===== src/rtl/z80_io_pkg.sv =====
// Shared definitions for the Z80 I/O bus master.
// Register map, command/status fields and FSM encoding.
package z80_io_pkg;

  localparam logic [31:0] CMD_OFF    = 32'h0;
  localparam logic [31:0] RESULT_OFF = 32'h4;
  localparam logic [31:0] STATUS_OFF = 32'h8;

  localparam int PORT_LSB  = 0;
  localparam int WDATA_LSB = 8;
  localparam int WRITE_BIT = 16;

  localparam int ST_BUSY    = 0;
  localparam int ST_DONE    = 1;
  localparam int ST_OVERRUN = 2;

  typedef enum logic [1:0] {
    IDLE,
    SETUP,
    STROBE,
    HOLD
  } state_t;

  function automatic int max3(int a, int b, int c);
    int m;
    m = (a > b) ? a : b;
    return (m > c) ? m : c;
  endfunction

endpackage


===== src/rtl/z80_cycle_timer.sv =====
// Loadable down-counter that stops at zero.
// Paces each phase of a Z80 I/O bus cycle.
module z80_cycle_timer #(
  parameter int W = 4
) (
  input  logic         clk,
  input  logic         reset_b,
  input  logic         load,
  input  logic [W-1:0] load_value,
  output logic         zero
);

  logic [W-1:0] count;

  always_ff @(posedge clk or negedge reset_b) begin
    if (!reset_b) begin
      count <= '0;
    end else if (load) begin
      count <= load_value;
    end else if (count != '0) begin
      count <= count - 1'b1;
    end
  end

  assign zero = (count == '0);

endmodule


===== src/rtl/z80_io_master.sv =====
// Wishbone-controlled Z80 IN/OUT cycle generator.
// One command runs one setup/strobe/hold bus cycle.
module z80_io_master
  import z80_io_pkg::*;
#(
  parameter logic [31:0] BASE_ADDRESS  = 32'h3000_0100,
  parameter int          SETUP_CYCLES  = 2,
  parameter int          STROBE_CYCLES = 8,
  parameter int          HOLD_CYCLES   = 2
) (
  input  logic        clk,
  input  logic        reset_b,
  output logic        z80_write_strobe_b,
  output logic        z80_read_strobe_b,
  output logic [7:0]  z80_address_bus,
  output logic [7:0]  z80_data_bus_out,
  input  logic [7:0]  z80_data_bus_in,
  output logic        z80_bus_dir,
  input  logic        wb_cyc_in,
  input  logic        wb_stb_in,
  input  logic        wb_we_in,
  input  logic [31:0] wb_addr_in,
  input  logic [31:0] wb_data_in,
  output logic        wb_ack_out,
  output logic        wb_stall_out,
  output logic [31:0] wb_data_out
);

  localparam int MAXC =
    max3(SETUP_CYCLES, STROBE_CYCLES, HOLD_CYCLES);
  localparam int CW = $clog2(MAXC + 1);
  localparam logic [CW-1:0] SETUP_LD  = CW'(SETUP_CYCLES - 1);
  localparam logic [CW-1:0] STROBE_LD = CW'(STROBE_CYCLES - 1);
  localparam logic [CW-1:0] HOLD_LD   = CW'(HOLD_CYCLES - 1);

  state_t state, state_n;
  logic          load;
  logic [CW-1:0] load_val;
  logic          zero;

  logic [7:0] sync_data;
  logic [7:0] result;
  logic       is_write;
  logic       done;
  logic       overrun;

  logic        wb_req, hit_cmd, hit_res, hit_sta, hit_any;
  logic        cmd_wr, accept, ovr_set, ovr_clr;
  logic        res_rd, done_set, rdata_cap;
  logic [31:0] rd_mux;
  logic        unused_bits;

  assign wb_stall_out = 1'b0;
  assign unused_bits  = ^wb_data_in[31:17];

  assign wb_req  = wb_cyc_in && wb_stb_in;
  assign hit_cmd = wb_req && (wb_addr_in == BASE_ADDRESS + CMD_OFF);
  assign hit_res = wb_req && (wb_addr_in == BASE_ADDRESS + RESULT_OFF);
  assign hit_sta = wb_req && (wb_addr_in == BASE_ADDRESS + STATUS_OFF);
  assign hit_any = hit_cmd || hit_res || hit_sta;

  assign cmd_wr    = hit_cmd && wb_we_in;
  assign accept    = cmd_wr && (state == IDLE);
  assign ovr_set   = cmd_wr && (state != IDLE);
  assign ovr_clr   = hit_sta && wb_we_in && wb_data_in[ST_OVERRUN];
  assign res_rd    = hit_res && !wb_we_in;
  assign done_set  = (state == HOLD) && zero;
  assign rdata_cap = (state == STROBE) && zero && !is_write;

  z80_cycle_timer #(.W(CW)) u_timer (
    .clk        (clk),
    .reset_b    (reset_b),
    .load       (load),
    .load_value (load_val),
    .zero       (zero)
  );

  always_comb begin
    state_n  = state;
    load     = 1'b0;
    load_val = '0;
    unique case (state)
      IDLE: if (accept) begin
        state_n  = SETUP;
        load     = 1'b1;
        load_val = SETUP_LD;
      end
      SETUP: if (zero) begin
        state_n  = STROBE;
        load     = 1'b1;
        load_val = STROBE_LD;
      end
      STROBE: if (zero) begin
        state_n  = HOLD;
        load     = 1'b1;
        load_val = HOLD_LD;
      end
      HOLD: if (zero) state_n = IDLE;
      default: state_n = IDLE;
    endcase
  end

  always_comb begin
    rd_mux = '0;
    unique case (1'b1)
      hit_res: rd_mux = {23'b0, done, result};
      hit_sta: rd_mux = {29'b0, overrun, done,
                         (state != IDLE)};
      default: rd_mux = '0;
    endcase
  end

  always_ff @(posedge clk or negedge reset_b) begin
    if (!reset_b) begin
      state              <= IDLE;
      sync_data          <= '0;
      result             <= '0;
      is_write           <= 1'b0;
      done               <= 1'b0;
      overrun            <= 1'b0;
      z80_write_strobe_b <= 1'b1;
      z80_read_strobe_b  <= 1'b1;
      z80_address_bus    <= '0;
      z80_data_bus_out   <= '0;
      z80_bus_dir        <= 1'b0;
      wb_ack_out         <= 1'b0;
      wb_data_out        <= '0;
    end else begin
      state       <= state_n;
      sync_data   <= z80_data_bus_in;
      wb_ack_out  <= hit_any;
      wb_data_out <= (hit_any && !wb_we_in) ? rd_mux : '0;

      if (accept) begin
        is_write        <= wb_data_in[WRITE_BIT];
        z80_address_bus <= wb_data_in[PORT_LSB +: 8];
        if (wb_data_in[WRITE_BIT])
          z80_data_bus_out <= wb_data_in[WDATA_LSB +: 8];
      end

      // Strobes follow the next state so they stay registered.
      z80_write_strobe_b <= !((state_n == STROBE) && is_write);
      z80_read_strobe_b  <= !((state_n == STROBE) && !is_write);
      z80_bus_dir <= accept ? wb_data_in[WRITE_BIT]
                            : ((state_n != IDLE) && is_write);

      if (rdata_cap) result <= sync_data;

      if (done_set)
        done <= 1'b1;
      else if (accept || res_rd)
        done <= 1'b0;

      if (ovr_set)
        overrun <= 1'b1;
      else if (ovr_clr)
        overrun <= 1'b0;
    end
  end

endmodule

===== config.mk =====
export PLATFORM = sky130hd
export DESIGN_NAME = z80_io_master
export DESIGN_NICKNAME = d
export VERILOG_FILES = /design/src/rtl/z80_io_pkg.sv /design/src/rtl/z80_cycle_timer.sv /design/src/rtl/z80_io_master.sv
export SDC_FILE = /design/constraint.sdc
export NUM_CORES = 1
export LEC_CHECK = 0
export BUFFER_PORTS_ARGS = -buffer_cell sky130_fd_sc_hd__buf_2
export CAP_MARGIN = 20
export CORE_ASPECT_RATIO = 2
export CORE_MARGIN = 2
export CORE_UTILIZATION = 34
export CTS_BUF_LIST = sky130_fd_sc_hd__clkbuf_8
export DETAILED_ROUTE_END_ITERATION = 10
export HOLD_SLACK_MARGIN = 0.05
export SLEW_MARGIN = 20
export SYNTH_ARGS = -nofsm -noshare
export SYNTH_HDL_FRONTEND = slang
export SYNTH_HIERARCHICAL = 1
export SYNTH_SLANG_ARGS = --single-unit

===== constraint.sdc =====
create_clock -name clk -period 2.1 [get_ports clk]
set_clock_uncertainty 0.15 [all_clocks]
set_input_delay 0.315 -clock clk [delete_from_list [all_inputs] [get_ports clk]]
set_output_delay 0.315 -clock clk [all_outputs]
set_load 0.02 [all_outputs]

Word level (Yosys, flattened, before mapping)
Cells that the tools add are included. Widths: inputs -> output; s select.

Register bits after elaboration: 77. Bits of input ports: 77. Output and inout port bits: 53. Word-level logic and storage cells: 77.

$add $sub $neg: 1. Equal/unequal tests: 7. Multiplexer cells: 21. Reduce and logical (&&, ||, !) cells: 34.

Operators with widths (number): $eq 32x30->1 const B (3); $mux 32 (1); $pmux 9 s2 (1); $logic_and 1x1->1 (17); $reduce_bool 2->1 (5); $mux 1 (9); $pmux 3 s3 (1); $mux 2 (4); $mux 4 (2); $pmux 2 s4 (1); $eq 2x2->1 const B (3); $logic_not 1->1 (4); $logic_not 4->1 (1); $reduce_bool 4->1 (1); $sub 4x1->4 const B (1); $logic_or 1x1->1 (3); $mux 3 (1); $eq 2x1->1 const B (1); $logic_not 2->1 (1); $pmux 1 s2 (1); $reduce_and 2->1 (1); $reduce_or 2->1 (1).

Depth between registers and ports, before layout
Gate-level depths: netlist of the first run.

Depth after elaboration: 9. Depth in mapped cells: 9. Mapped depth without buffers: 8.

Modules after synthesis
Netlist of the first run, hierarchy kept.

Modules (own cells, without submodules): z80_io_master (times used 1, cells an instance 182, area an instance 2376.0 µm², seq. area each 1253.7 µm²); z80_cycle_timer (times used 1, cells an instance 22, area an instance 234.0 µm², seq. area each 100.1 µm²).

Least setup slack after synthesis of the first run
No wires, ideal clock.

Kind: register to register. From: register u_timer.count[0]. To: register u_timer.count[3]. Library setup time: 0.126 ns. Data arrival time: 1.924 ns. Data required time: 1.824 ns. Slack: -0.100 ns. Cell stages (with the launch flop): 10. Path buffers: 2. Period minus slack after synthesis: 2.200 ns. Cell sequence: dfrtp_1 -> inv_1 -> ha_1 -> nor3b_4 -> clkbuf_1 -> nand2_1 -> a21oi_1 -> clkbuf_1 -> nor3_1 -> a221o_1.

Longest elaborated chain between the ends: 4. Elaborated cells on any way between the ends: 8. Classes of those cells: add/sub: 1; mux: 4; reduce/logical: 3.

RTL lines: start, declared (RTL line z80_cycle_timer.sv:13) `logic [W-1:0] count;`; start signal, assigned (RTL line z80_cycle_timer.sv:19) `count <= load_value;`; start signal, assigned (RTL line z80_cycle_timer.sv:21) `count <= count - 1'b1;`; $logic_not 4->1 (*) (RTL line z80_cycle_timer.sv:25) `assign zero = (count == '0);`; named net zero (RTL line z80_io_master.sv:39) `logic zero;`; $mux 1 (*) (RTL line z80_io_master.sv:88, z80_io_master.sv:93); $pmux 1 s2 (*) (RTL line z80_io_master.sv:82) `unique case (state)`; named net load (RTL line z80_io_master.sv:37) `logic load;`; $mux 4 / $reduce_bool 2->1 (equally long branches).

Mark *: on every way through the listed nets, which the timed path passes. The rest lies on a longest branch. The select of a mux whose other input is x is not followed. A chain may end at the register's enable or synchronous reset.

Final worst setup path of the first run
From: register u_timer.count[0]. To: register result[6].

Longest elaborated chain between the ends: 3.

RTL lines: $logic_not 4->1 (RTL line z80_cycle_timer.sv:25); named net zero (RTL line z80_io_master.sv:39); $logic_and 1x1->1 (2 in a row) (RTL line z80_io_master.sv:68) `assign rdata_cap = (state == STROBE) && zero && !is_write;`; end signal, assigned (RTL line z80_io_master.sv:147) `if (rdata_cap) result <= sync_data;`; end, declared (RTL line z80_io_master.sv:42) `logic [7:0] result;`.

The timed path passes the listed nets, and every way through them passes these cells.

==> results of run 1 <==
-- layer usage --
metal  GRT usage  up-vias
li1            -      905
met1       0.138      931
met2       0.252       79
met3      0.0132        6
met4      0.0540        0
met5           0        -
-- path summary, 6_finish.rpt --
| check | start | to |
|---|---|---|
| max reg2reg | u_timer/count[0]$_DFFE_PN0P_ | result[6]$_DFFE_PN0P_ |
| max | u_timer/count[0]$_DFFE_PN0P_ | result[6]$_DFFE_PN0P_ |
| min | wb_data_in[0] | z80_address_bus[0]$_DFFE_PN0P_ |
| min in group asynchronous | reset_b | z80_data_bus_out[1]$_DFFE_PN0P_ |
| max in group asynchronous | reset_b | done$_DFFE_PN0P_ |
| min reg2reg | is_write$_DFFE_PN0P_ | z80_write_strobe_b$_DFF_PN1_ |
-- registers in the layout, indices dropped and copies added, names as in the netlist, 2 cells and up --
| name | count |
|---|---|
| state | 2 |
| z80_data_bus_out | 8 |
| sync_data | 8 |
| z80_address_bus | 8 |
| u_timer/count | 4 |
| result | 8 |
| wb_data_out | 9 |
-- repair_timing --
action	CTS	global route
hold buffers	9	0
setup endpoints to repair	0	6
endpoints found under the hold margin	28	0
resized for setup	0	11
setup buffers	0	4
-- critical path: cells and delay by family (launching register included) --
kind | cells | cell delay, ps
buffers and inverters | 4 | 560
adders and majority gates | 1 | 130
and+or+nand+nor | 2 | 380
DFF | 1 | 410
muxes | 1 | 280
-- layout by cell type (no fill, tap or decap), types with 4 or more instances in the layout --
cell type and n:
sky130_fd_sc_hd__buf_2 90, sky130_fd_sc_hd__dfrtp_1 52, sky130_fd_sc_hd__conb_1 25, sky130_fd_sc_hd__buf_4 12
sky130_fd_sc_hd__mux2_2 10, sky130_fd_sc_hd__dlygate4sd3_1 9, sky130_fd_sc_hd__nand2_1 8, sky130_fd_sc_hd__mux2_4 8
sky130_fd_sc_hd__mux2_1 7, sky130_fd_sc_hd__nor3_1 6, sky130_fd_sc_hd__and2_1 6, sky130_fd_sc_hd__nor2_1 5
sky130_fd_sc_hd__o21ai_0 5, sky130_fd_sc_hd__clkbuf_8 5, sky130_fd_sc_hd__nor4_2 4, sky130_fd_sc_hd__inv_1 4
sky130_fd_sc_hd__ha_1 4
-- kinds of logic (layout without fill, tap and decap cells) --
logic type	after synthesis	count (layout)	synth area share
flops	54	54	0.519
simple gates	54	54	0.158
buf+inv	35	129	0.0925
mux	27	27	0.127
compound gates	26	26	0.0705
fa+ha+maj	6	6	0.0288
other cells	1	25	0.00144
xor+xnor	1	1	0.00336
-- area by class of cell --
cell class,count,area (um2),area share
Sequential cell,54,1350,0.394
Inverter,7,26.3,0.00764
Multi-Input combinational cell,139,1140,0.332
Timing Repair Buffer,114,682,0.198
Clock buffer,5,68.8,0.0200
Clock inverter,3,47.5,0.0138
Tap cell,94,118,0.0342
-- through the flow --
| step | total power [uW] | instances | worst slack (ps) | utilization | instance area (um2) |
|---|---|---|---|---|---|
| 2_1_floorplan | 1790 | 228 | 4.97 | - | 2700 |
| 3_3_place_gp | 2000 | 395 | 17.6 | 0.419 | 3160 |
| 3_5_place_dp | 2030 | 395 | -31.1 | 0.419 | 3160 |
| 4_1_cts | 2760 | 412 | 52.7 | 0.446 | 3370 |
| 5_1_grt | 3020 | 416 | -0.783 | 0.456 | 3440 |
| 6_report | 2830 | 416 | 102 | 0.456 | 3440 |
-- power by group through the flow --
stage | Sequential, uW | Combinational (uW) | Clock (uW)
2_1_floorplan | 1250 | 545 | 0
3_3_place_gp | 1240 | 767 | 0
3_5_place_dp | 1240 | 784 | 0
4_1_cts | 1220 | 800 | 735
5_1_grt | 1240 | 1010 | 771
6_report | 1230 | 894 | 711
==> results.md, run 1 <==
Status:
- The flow ran to the end, and the final reports show no timing, DRC or antenna violations.

Global routing:
- Across every metal layer, demand over resource in global routing totals 0.131.
- The wire length of the first global-routing pass is 8460 um.
- The maximum number of pins on one net before global-route repair is 33.
- The total grt overflow is 0.
- The via count of the first global-routing pass is 1844.
- The number of antenna violations at the first check in global routing is 0.

STA:
- The shortest clock period the worst path allows after layout is about 2000 ps.
- The slew at the pin closest to its max-slew limit is 533 ps.
- The final-layout setup total negative slack is 0 ps.
- The maximum clock frequency is 500 MHz.
- The hold violation count in the final report is 0.
- In the finished design, the share of the clock period the worst path needs comes to 0.952.
- The max-slew violation total from the final report is 0.
- Final hold analysis gives a worst-case slack of 68.3 ps.
- Headroom to the max-slew limit came out at 0.644.
- The final number of setup-violating endpoints is 0.

Floorplanning:
- The area inside the core boundary is 7540 um2.
- The number of placement rows is 45.
- The floorplan step defined a die boundary enclosing approximately 8400 um2.
- The I/O pin total is 130.
- For this configuration, the core starts out at a cell density of 0.346.
- The width of the chip is 66.0 um.
- The die is 128 um tall.

Worst setup path:
- The type of the worst setup path is register to register.
- The largest fanout on the critical path is 8.
- STA classifies the critical path startpoint as a register.
- For the worst setup path, the data arrival time is 2060 ps.
- The biggest cell delay along the critical path is 410 ps.
- The most repeated library cell on the critical path is sky130_fd_sc_hd__buf_4.
- For this design, the slowest cell found on the critical path is sky130_fd_sc_hd__dfrtp_1.
- For the worst setup path, the data required time is 2160 ps.
- The length in cells of the worst reg-to-reg path is 8.
- Setup slack on the worst reg-to-reg path comes out at just over 100 ps.
- The sort of element at the end of the critical path is a register.
- Walking the worst path, the cells encountered are inv_2, ha_4, nor3b_4, buf_4, buf_4, nand3_1, buf_4, mux2_2.

Flow run:
- The tool flagged a number of max-cap violations equal to 0.

Yosys:
- The share of the Yosys chip area taken by registers is 0.519.
- After synthesis, the most frequently instantiated cells are sky130_fd_sc_hd__dfrtp_1, sky130_fd_sc_hd__buf_4, sky130_fd_sc_hd__mux2_2.
- The total of flip-flops plus latches after synthesis is 54.
- The most common cell in the synthesized netlist is sky130_fd_sc_hd__dfrtp_1.
- The main flop type after synthesis is sky130_fd_sc_hd__dfrtp_1.
- The number of instances in the synthesized netlist is 204.
- In this run, synthesis inferred 0 flip-flops with an integrated enable.
- The number of synthesis warnings is 6.
- By area the synthesized netlist is led by sky130_fd_sc_hd__dfrtp_1, sky130_fd_sc_hd__buf_4, sky130_fd_sc_hd__mux2_4.
- Counting distinct cell types in the post-synthesis netlist gives 49.
- The synthesized area per cell is 12.8 um2.
- Of all flip-flops after synthesis, the portion carrying an async set or reset was 1.00.
- The mapped netlist covers about 2600 um2.
- The biggest area contributor in the post-synthesis netlist is sky130_fd_sc_hd__dfrtp_1.
- The share of synthesized area in the top cell type comes to 0.499.

Power:
- The clock power share is 0.251.
- Internal power comes to about 2000 uW.
- The peak supply drop is 368 uV.
- Summed over all cells, the static leakage comes to 0.00177 uW.
- The share of power burned in registers is 0.433.
- The net switching power figure is between 800 and 900 uW.
- For this design the ratio of total power to cell area is approximately 820 nW/um2.
- Of the total power, the share spent switching nets is 0.304.
- The share of total power dissipated in combinational logic is 0.316.

CTS:
- The clock reaches the later pin of the worst-skew pair after 310 ps.
- The cell chosen for the clock root is sky130_fd_sc_hd__clkbuf_8.
- CTS built an H-tree with a depth of 2.
- The number of buffers created by CTS is 5.
- After clock tree synthesis, the clock-pin slew on the worst setup and hold paths is 100 ps.
- TritonCTS built the clock tree.
- The clock drives 54 sinks.
- Counting along the longest clock path gives a buffer depth of 2.

Routing:
- For this block, wires on met1 add up to 1760 um.
- After detailed routing, the met2 layer carries 3130 um of wire.
- In the routed layout, each cell is associated on average with a via count of between 4 and 5.
- The number of remaining DRC errors is 0.
- The highest routed metal layer is met4.
- The detailed router finished its first iteration with 15 violations.
- In the final routed layout, each cell accounts on average for 12.7 um.
- The vias after detailed routing is a little under 2000.
- In the detailed route, the total length drawn on met3 is 271 um.
- Once detail routing completed, the nets flagged for antenna violations numbered 0.
- The routed design has 5270 um of wire.
- The pre-antenna-repair detailed-routing pass consisted of 4 iterations.

Final layout:
- The number of fillers in the final layout is 736.
- The layout overhead on the synthesized area is 31.8%.
- Of the cells placed in the final design, the portion with a size suffix greater than 1 is 0.494.
- The net count of the finished layout is 404.
- The number of antenna repair diodes is 0.

Placed design:
- The count of input and output buffers is 90.
- The final RePlAce weighted congestion is about 0.80.
- The estimated wirelength of the detail-placed design is 4180 um.

Worst hold path:
- The class of the tightest hold or removal check is input pin to register.
- The depth of the worst hold-timing path is 2.
Power figures use the tool's default switching activity.
==> inputs of run 2 (changes only) <==
Settings changed: SLEW_MARGIN 20 to unset.
Clock period 2.1 ns to 2.4 ns, I/O delays scaled along.
==> run 2 against run 1 <==
Non-clock buffer count is 8 lower. Register-to-register slack improved by 90 ps. Via count fell by 1.8%. Clock power fell by 31%. First-iteration DRC count rose to 3.7 times the previous value. Setup slack improved by 88 ps. Critical path depth unchanged. Hold slack gained 40 ps. Final cell count decreased by 2.2%. Flip-flop and latch count unchanged. Highest routed layer unchanged.
==> results.md, run 2 (synthesis results as in run 1) <==
Status:
- The flow ran to the end, and the final reports show no timing, DRC or antenna violations.

Power:
- The leakage power summed over all cells was 0.00170 uW (-4.1%).
- The ratio of total power to cell area is 677 nW/um2 (-18%).
- The combinational group share of total power is 0.289 (-0.027).
- The clock power share is 0.222 (-0.029).
- The share of power burned in registers is 0.489 (+0.056).
- The fraction of power spent switching nets was 0.317 (+0.0136).
- The internal power is 1520 uW (-23%).
- The net switching power figure came to 705 uW (-18%).
- The peak supply drop is 374 uV (+1.6%).

Final layout:
- The total non-filler cell area in the finished layout is 3280 um2 (-4.7%).
- The layout overhead on the synthesized area is 25.6%.
- The post-route core utilization was 0.435 (-0.0212).
- The most common cell after layout, fill and taps aside is sky130_fd_sc_hd__buf_2.
- More flip-flops sit in one register than any other, and that register is wb_data_out.
- The library cells used most frequently in the layout, excluding fill and tap cells, are sky130_fd_sc_hd__buf_2, sky130_fd_sc_hd__dfrtp_1, sky130_fd_sc_hd__conb_1.
- The number of fillers in the final layout is 754 (+2.4%).
- The number of flip-flops under the largest register name came to 9 (unchanged).
- The layout cell share with drive strength beyond 1 was 0.454 (-0.0401).
- The net count of the finished layout is 396 (-2.0%).
- The number of antenna repair diodes is 0 (unchanged).

Floorplanning:
- The area inside the core boundary was 7540 um2 (unchanged).
- The I/O pin total came to 130 (unchanged).
- The number of placement rows is 45 (unchanged).
- The width of the chip is 66.0 um (unchanged).
- The height of the chip is 128 um (unchanged).
- The effective utilization at floorplan is 0.346 (unchanged).
- The die footprint is 8440 um2 (unchanged).

Routing:
- The total iterations of the first detailed-routing run came to 4 (unchanged).
- The initial detailed-routing violation count came to 56 (+41).
- The vias after detailed routing is 1887 (-1.8%).
- The detailed-route wire length per cell is 12.7 um (+0.58%).
- The number of routed nets with antenna violations is 0 (unchanged).
- The number of remaining DRC errors is 0 (unchanged).
- The final wirelength is 5180 um (-1.6%).
- The mean number of vias per cell came to 4.64 (+0.40%).

Worst setup path:
- The sort of element at the end of the critical path is a register.
- The data required time of the critical path is 2450 ps (+290 ps).
- The largest fanout on the critical path is 10 (+2).
- The length in cells of the worst reg-to-reg path was 8 (unchanged).
- The reg2reg setup slack is 190 ps (+90 ps).
- In this run the critical register-to-register path is captured at u_timer/count[3]$_DFFE_PN0P_.
- The type of element launching the critical path is a register.
- The number of buffers and inverters on the critical path is 2 (-2).
- The worst reg2reg path startpoint is u_timer/count[0]$_DFFE_PN0P_.
- The arrival time reported for the critical path endpoint is 2260 ps (+200 ps).
- The critical path's slowest cell is sky130_fd_sc_hd__nor3b_4.
- Broken down by cell family, the worst path's largest delay share belongs to simple AND/OR/NAND/NOR gates.
- The type of the worst setup path is register to register.
- The biggest cell delay along the critical path is 470 ps (+60 ps).
- Traced cell by cell, the critical path runs through inv_1, ha_1, nor3b_4, nand2_1, a21oi_1, buf_4, nor3_1, a221o_1.

Worst hold path:
- The end point of the most critical hold path is z80_address_bus[6]$_DFFE_PN0P_.
- In this run the most critical hold path is launched from wb_data_in[6].
- The class of the tightest hold or removal check is input pin to register.
- The depth of the worst hold-timing path is 2 (unchanged).

Placed design:
- The estimated wirelength of the detail-placed design was 4000 um (-4.3%).
- The count of input and output buffers is 90 (unchanged).
- The instance area at placement is 3110 um2 (-1.7%).
- The final RePlAce weighted congestion is 0.761 (-5.0%).
- The worst setup slack before clock tree synthesis is 224 ps (+255 ps).

Global routing:
- The global-route total usage across every layer is 0.126 (-0.00432).
- The wire length of the first global-routing pass is 8270 um (-2.3%).
- The layer flagged by global routing as most heavily used is met2.
- The met3 track demand over resource in global routing was 0.0193 (+0.00615).
- The global routing usage on met2 is 0.238 (-0.0137).
- The number of antenna violations at the first check in global routing came to 0 (unchanged).
- The via count of the first global-routing pass is 1834 (-0.54%).
- The global routing usage on met1 came to 0.132 (-0.00689).
- The total grt overflow is 0 (unchanged).
- The maximum number of pins on one net before global-route repair is 55 (+67%).

STA:
- The shortest clock period the worst path allows after layout is 2210 ps (+212 ps).
- Setup repair after global routing left no endpoint under its margin.
- The hold slack is 108 ps (+39.9 ps).
- The hold violation count in the final report is 0 (unchanged).
- The normalized max-slew margin is 0.554 (-0.0908).
- The max-slew violation total from the final report is 0 (unchanged).
- The final number of setup-violating endpoints was 0 (unchanged).
- The slew at the pin closest to its max-slew limit is 670 ps (+136 ps).
- The maximum clock frequency was 452 MHz (-9.6%).
- The final clock period utilization by the worst path was 0.921 (-0.0307).
- The final-layout setup total negative slack is 0 ps (unchanged).
- The final critical-path setup slack is 190 ps (+88.2 ps).

CTS:
- The number of hold buffers added after cts is 9 (unchanged).
- The number of buffers created by CTS was 5 (unchanged).
- The number of cells upsized or downsized after cts is 0 (unchanged).
- The number of levels the H-tree was split into is 2 (unchanged).
- The TritonCTS clock tree is built.
- The clock slew at the register clock pins of the worst setup and hold paths is 100 ps (about the same).
- The insertion delay of the later-clocked pin in the worst-skew pair is 310 ps (about the same).
- The number of clock sinks is 54 (unchanged).
- The tree is rooted in a sky130_fd_sc_hd__clkbuf_8.
- The post-CTS repair timing setup buffer count was 0 (unchanged).
- The largest buffer count on any clock path is 2 (unchanged).

Flow run:
- The count of max-cap constraint violations is 0 (unchanged).
[run 2: power by group through the flow]
| stage | logic, uW | registers [uW] | clock network, uW |
|---|---|---|---|
| 3_3_place_gp | 600 | 1100 | 0 |
| 5_1_grt | 713 | 1100 | 547 |
| 3_5_place_dp | 625 | 1100 | 0 |
| 6_report | 641 | 1090 | 494 |
| 4_1_cts | 638 | 1080 | 521 |
| 2_1_floorplan | 474 | 1090 | 0 |
[run 2: through the flow]
stage	std cells	power, uW
floorplan	228	1570
global placement	391	1700
finish	407	2220
global route	407	2360
detailed placement	391	1730
CTS	407	2240
[run 2: worst max path at each step]
stage | startpoint | end | cells past startpoint
CTS | u_timer/count[0]$_DFFE_PN0P_ | u_timer/count[3]$_DFFE_PN0P_ | 8
finish | u_timer/count[0]$_DFFE_PN0P_ | u_timer/count[3]$_DFFE_PN0P_ | 8
detailed placement | u_timer/count[0]$_DFFE_PN0P_ | u_timer/count[3]$_DFFE_PN0P_ | 8
global route | u_timer/count[0]$_DFFE_PN0P_ | z80_bus_dir$_DFF_PN0_ | 7
global placement | u_timer/count[0]$_DFFE_PN0P_ | z80_bus_dir$_DFF_PN0_ | 7
floorplan | u_timer/count[0]$_DFFE_PN0P_ | u_timer/count[3]$_DFFE_PN0P_ | 9
[run 2: layer usage]
| metal | vias up | routed length (um) | share of wire |
|---|---|---|---|
| li1 | 887 | - | - |
| met1 | 909 | 1800 | 0.35 |
| met2 | 85 | 2970 | 0.57 |
| met3 | 6 | 307 | 0.059 |
| met4 | 0 | 102 | 0.020 |
| met5 | - | 0 | 0 |
[run 2: layout make-up]
cell class / instances / area, um2 / area share
Sequential cell: 54 / 1350 / 0.413
Multi-Input combinational cell: 139 / 1100 / 0.337
Timing Repair Buffer: 106 / 593 / 0.181
Tap cell: 94 / 118 / 0.0359
Clock buffer: 5 / 68.8 / 0.0210
Inverter: 7 / 26.3 / 0.00801
Clock inverter: 2 / 15.0 / 0.00458
==> inputs of run 3 (changes only) <==
Settings changed: REMOVE_ABC_BUFFERS set to 1.
==> run 3 against run 2 <==
Setup slack gained 26 ps. First-iteration DRC count shrank 11%. Core utilization grew 0.32 points. Flip-flop and latch count is the same. Sequential power is essentially flat. Wire length shrank 1.5%. Critical path depth shrank 1. Combinational power shrank 0.6%. Register-to-register slack gained 30 ps. Critical endpoint is now z80_bus_dir$_DFF_PN0_.
==> results.md, run 3 (synthesis results as in run 1) <==
Worst setup path:
- The data required time of the critical path came to 2450 ps (about the same).
- Broken down by cell family, the worst path's largest delay share belongs to compound AO/OA/AOI/OAI gates.
- The arrival time reported for the critical path endpoint is 2240 ps (-20 ps).
- The type of element launching the critical path is a register.
- The sort of element at the end of the critical path is a register.
- The path length in cells of the critical path is 7 (-1).
- The slowest stage of the critical path is the sky130_fd_sc_hd__nor3b_4 cell.
- The number of buffers and inverters on the critical path came to 1 (-1).
- The critical path goes through inv_1, ha_1, nor3b_4, o21ba_2, o32ai_1, a31o_2, o21bai_1.
- The type of the worst setup path is register to register.
- The length in cells of the worst reg-to-reg path is 7 (-1).
- The largest fanout on the critical path was 10 (unchanged).
- The biggest cell delay along the critical path is 410 ps (-60 ps).

Power:
- The clock power share came to 0.258 (+0.036).
- The share of power burned in registers came to 0.467 (-0.022).
- The leakage power summed over all cells is 0.00172 uW (+1.1%).
- The peak supply drop is 392 uV (+4.9%).
- The internal power is 1620 uW (+7.1%).
- The net switching power figure is 697 uW (-1.0%).
- The fraction of power spent switching nets is 0.301 (-0.0168).
- The ratio of total power to cell area is 702 nW/um2 (+3.8%).
- The combinational group share of total power was 0.275 (-0.014).

STA:
- The maximum clock frequency is 458 MHz (+1.2%).
- The final clock period utilization by the worst path is 0.910 (-0.0107).
- The shortest clock period the worst path allows after layout is 2180 ps (-25.7 ps).
- The normalized max-slew margin is 0.542 (-0.0116).
- Setup repair after global routing left no endpoint under its margin.
- The hold violation count in the final report is 0 (unchanged).
- The final-layout setup total negative slack is 0 ps (unchanged).
- The max-slew violation total from the final report is 0 (unchanged).
- The slew at the pin closest to its max-slew limit came to 687 ps (+17.3 ps).
- The final number of setup-violating endpoints is 0 (unchanged).
- The hold slack is 119 ps (+10.5 ps).

Final layout:
- The most common cell after layout, fill and taps aside is sky130_fd_sc_hd__buf_2.
- The register cell area after layout is 1350 um2 (unchanged).
- The number of fillers in the final layout is 776 (+2.9%).
- The area taken by multi-input logic gates is 1100 um2 (unchanged).
- The net count of the finished layout is 396 (unchanged).
- The number of flip-flops under the largest register name is 9 (unchanged).
- The top cell types in the final layout, fill and taps aside, are sky130_fd_sc_hd__buf_2, sky130_fd_sc_hd__dfrtp_1, sky130_fd_sc_hd__conb_1.
- The layout cell share with drive strength beyond 1 is 0.454 (unchanged).
- The number of antenna repair diodes is 0 (unchanged).
- The layout overhead on the synthesized area is 26.6%.
- The register ranked first by flip-flop count is wb_data_out.

Routing:
- The total iterations of the first detailed-routing run was 4 (unchanged).
- The number of remaining DRC errors is 0 (unchanged).
- The initial detailed-routing violation count came to 50 (-11%).
- The final wirelength was 5100 um (-1.5%).
- The mean number of vias per cell is 4.66 (+0.53%).
- The number of routed nets with antenna violations is 0 (unchanged).
- The detailed-route wire length per cell was 12.5 um (-1.5%).
- The vias after detailed routing is 1897 (+0.53%).

CTS:
- The cell chosen for the clock root is sky130_fd_sc_hd__clkbuf_8.
- TritonCTS built the clock tree.
- The largest buffer count on any clock path is 2 (unchanged).
- The number of clock sinks is 54 (unchanged).
- The clock slew at the register clock pins of the worst setup and hold paths is 90 ps (about the same).
- The insertion delay of the later-clocked pin in the worst-skew pair is 310 ps (about the same).
- The number of levels the H-tree was split into is 2 (unchanged).
- The number of buffers created by CTS is 5 (unchanged).
- The post-CTS repair timing setup buffer count is 0 (unchanged).

Placed design:
- The final RePlAce weighted congestion is 0.752 (-1.2%).
- The count of input and output buffers was 90 (unchanged).
- The estimated wirelength of the detail-placed design is 3910 um (-2.1%).

Global routing:
- The maximum number of pins on one net before global-route repair is 55 (unchanged).
- The number of antenna violations at the first check in global routing was 0 (unchanged).
- The wire length of the first global-routing pass is 8470 um (+2.4%).
- The global-route total usage across every layer is 0.131 (+0.00463).
- The total grt overflow is 0 (unchanged).
- The via count of the first global-routing pass is 1916 (+4.5%).

Floorplanning:
- The width of the chip is 66.0 um (unchanged).
- The number of placement rows came to 45 (unchanged).
- The effective utilization at floorplan is 0.346 (unchanged).
- The area inside the core boundary came to 7540 um2 (unchanged).
- The I/O pin total is 130 (unchanged).
- The die footprint is 8440 um2 (unchanged).
- The height of the chip is 128 um (unchanged).

Worst hold path:
- The class of the tightest hold or removal check is input pin to register.
- The depth of the worst hold-timing path is 2 (unchanged).

Status:
- The flow ran to the end, and the final reports show no timing, DRC or antenna violations.

Flow run:
- The count of max-cap constraint violations was 0 (unchanged).
run 3: cell types whose count changed in the layout (fill, tap and decap cells not counted), sizes merged:
| cell | delta |
|---|---|
| clkinvlp | -2 |
| clkinv | +1 |
| bufinv | +1 |
run 3: metal layers:
layer | up-vias | wire length (um) | GRT usage
met5 | - | 0 | 0
met4 | 0 | 126 | 0.0648
met3 | 6 | 362 | 0.0246
met2 | 99 | 2790 | 0.239
met1 | 903 | 1830 | 0.139
li1 | 889 | - | -
run 3: worst reg2reg max path: cells and delay by family, from the launching register on:
| kind | cells | cell delay (ps) |
|---|---|---|
| buf+inv | 1 | 90 |
| compound gates | 4 | 820 |
| flops | 1 | 390 |
| simple gates | 1 | 410 |
| fa+ha+maj | 1 | 220 |
run 3: repair_timing:
item | in CTS | in global routing
hold buffers | 9 | 0
hold endpoints to repair | 31 | 0
setup endpoints to repair | 0 | 0
resized for setup | 0 | 0
run 3: path summary, 6_finish.rpt:
check / start / end / slack, ps
setup / recovery: u_timer/count[0]$_DFFE_PN0P_ / z80_bus_dir$_DFF_PN0_ / 220
hold / removal: wb_addr_in[2] / wb_ack_out$_DFF_PN0_ / 120
setup reg to reg: u_timer/count[0]$_DFFE_PN0P_ / z80_bus_dir$_DFF_PN0_ / 220
hold reg to reg: result[6]$_DFFE_PN0P_ / wb_data_out[6]$_DFF_PN0_ / 330
max in group asynchronous: reset_b / wb_data_out[5]$_DFF_PN0_ / 1090
min in group asynchronous: reset_b / z80_address_bus[7]$_DFFE_PN0P_ / 550
run 3: area by class of cell:
class,instances,share of cell area
Clock inverter,2,0.0117
Sequential cell,54,0.410
Multi-Input combinational cell,139,0.334
Tap cell,94,0.0356
Inverter,7,0.00795
Clock buffer,5,0.0208
Timing Repair Buffer,106,0.180
run 3: power by group through the flow:
stage | clock network, uW | logic (uW) | registers [uW]
floorplan | 0 | 438 | 1090
global placement | 0 | 603 | 1100
detailed placement | 0 | 626 | 1100
CTS | 627 | 640 | 1080
global route | 664 | 718 | 1100
finish | 599 | 637 | 1080
run 3: through the flow:
step | power, uW | cell area, um2 | cells | setup WS (ps) | util
floorplan | 1530 | 2480 | 200 | 185 | -
global placement | 1700 | 3110 | 391 | 278 | 0.412
detailed placement | 1730 | 3110 | 391 | 257 | 0.412
CTS | 2350 | 3300 | 407 | 243 | 0.438
global route | 2480 | 3300 | 407 | 77.7 | 0.438
finish | 2320 | 3300 | 407 | 216 | 0.438
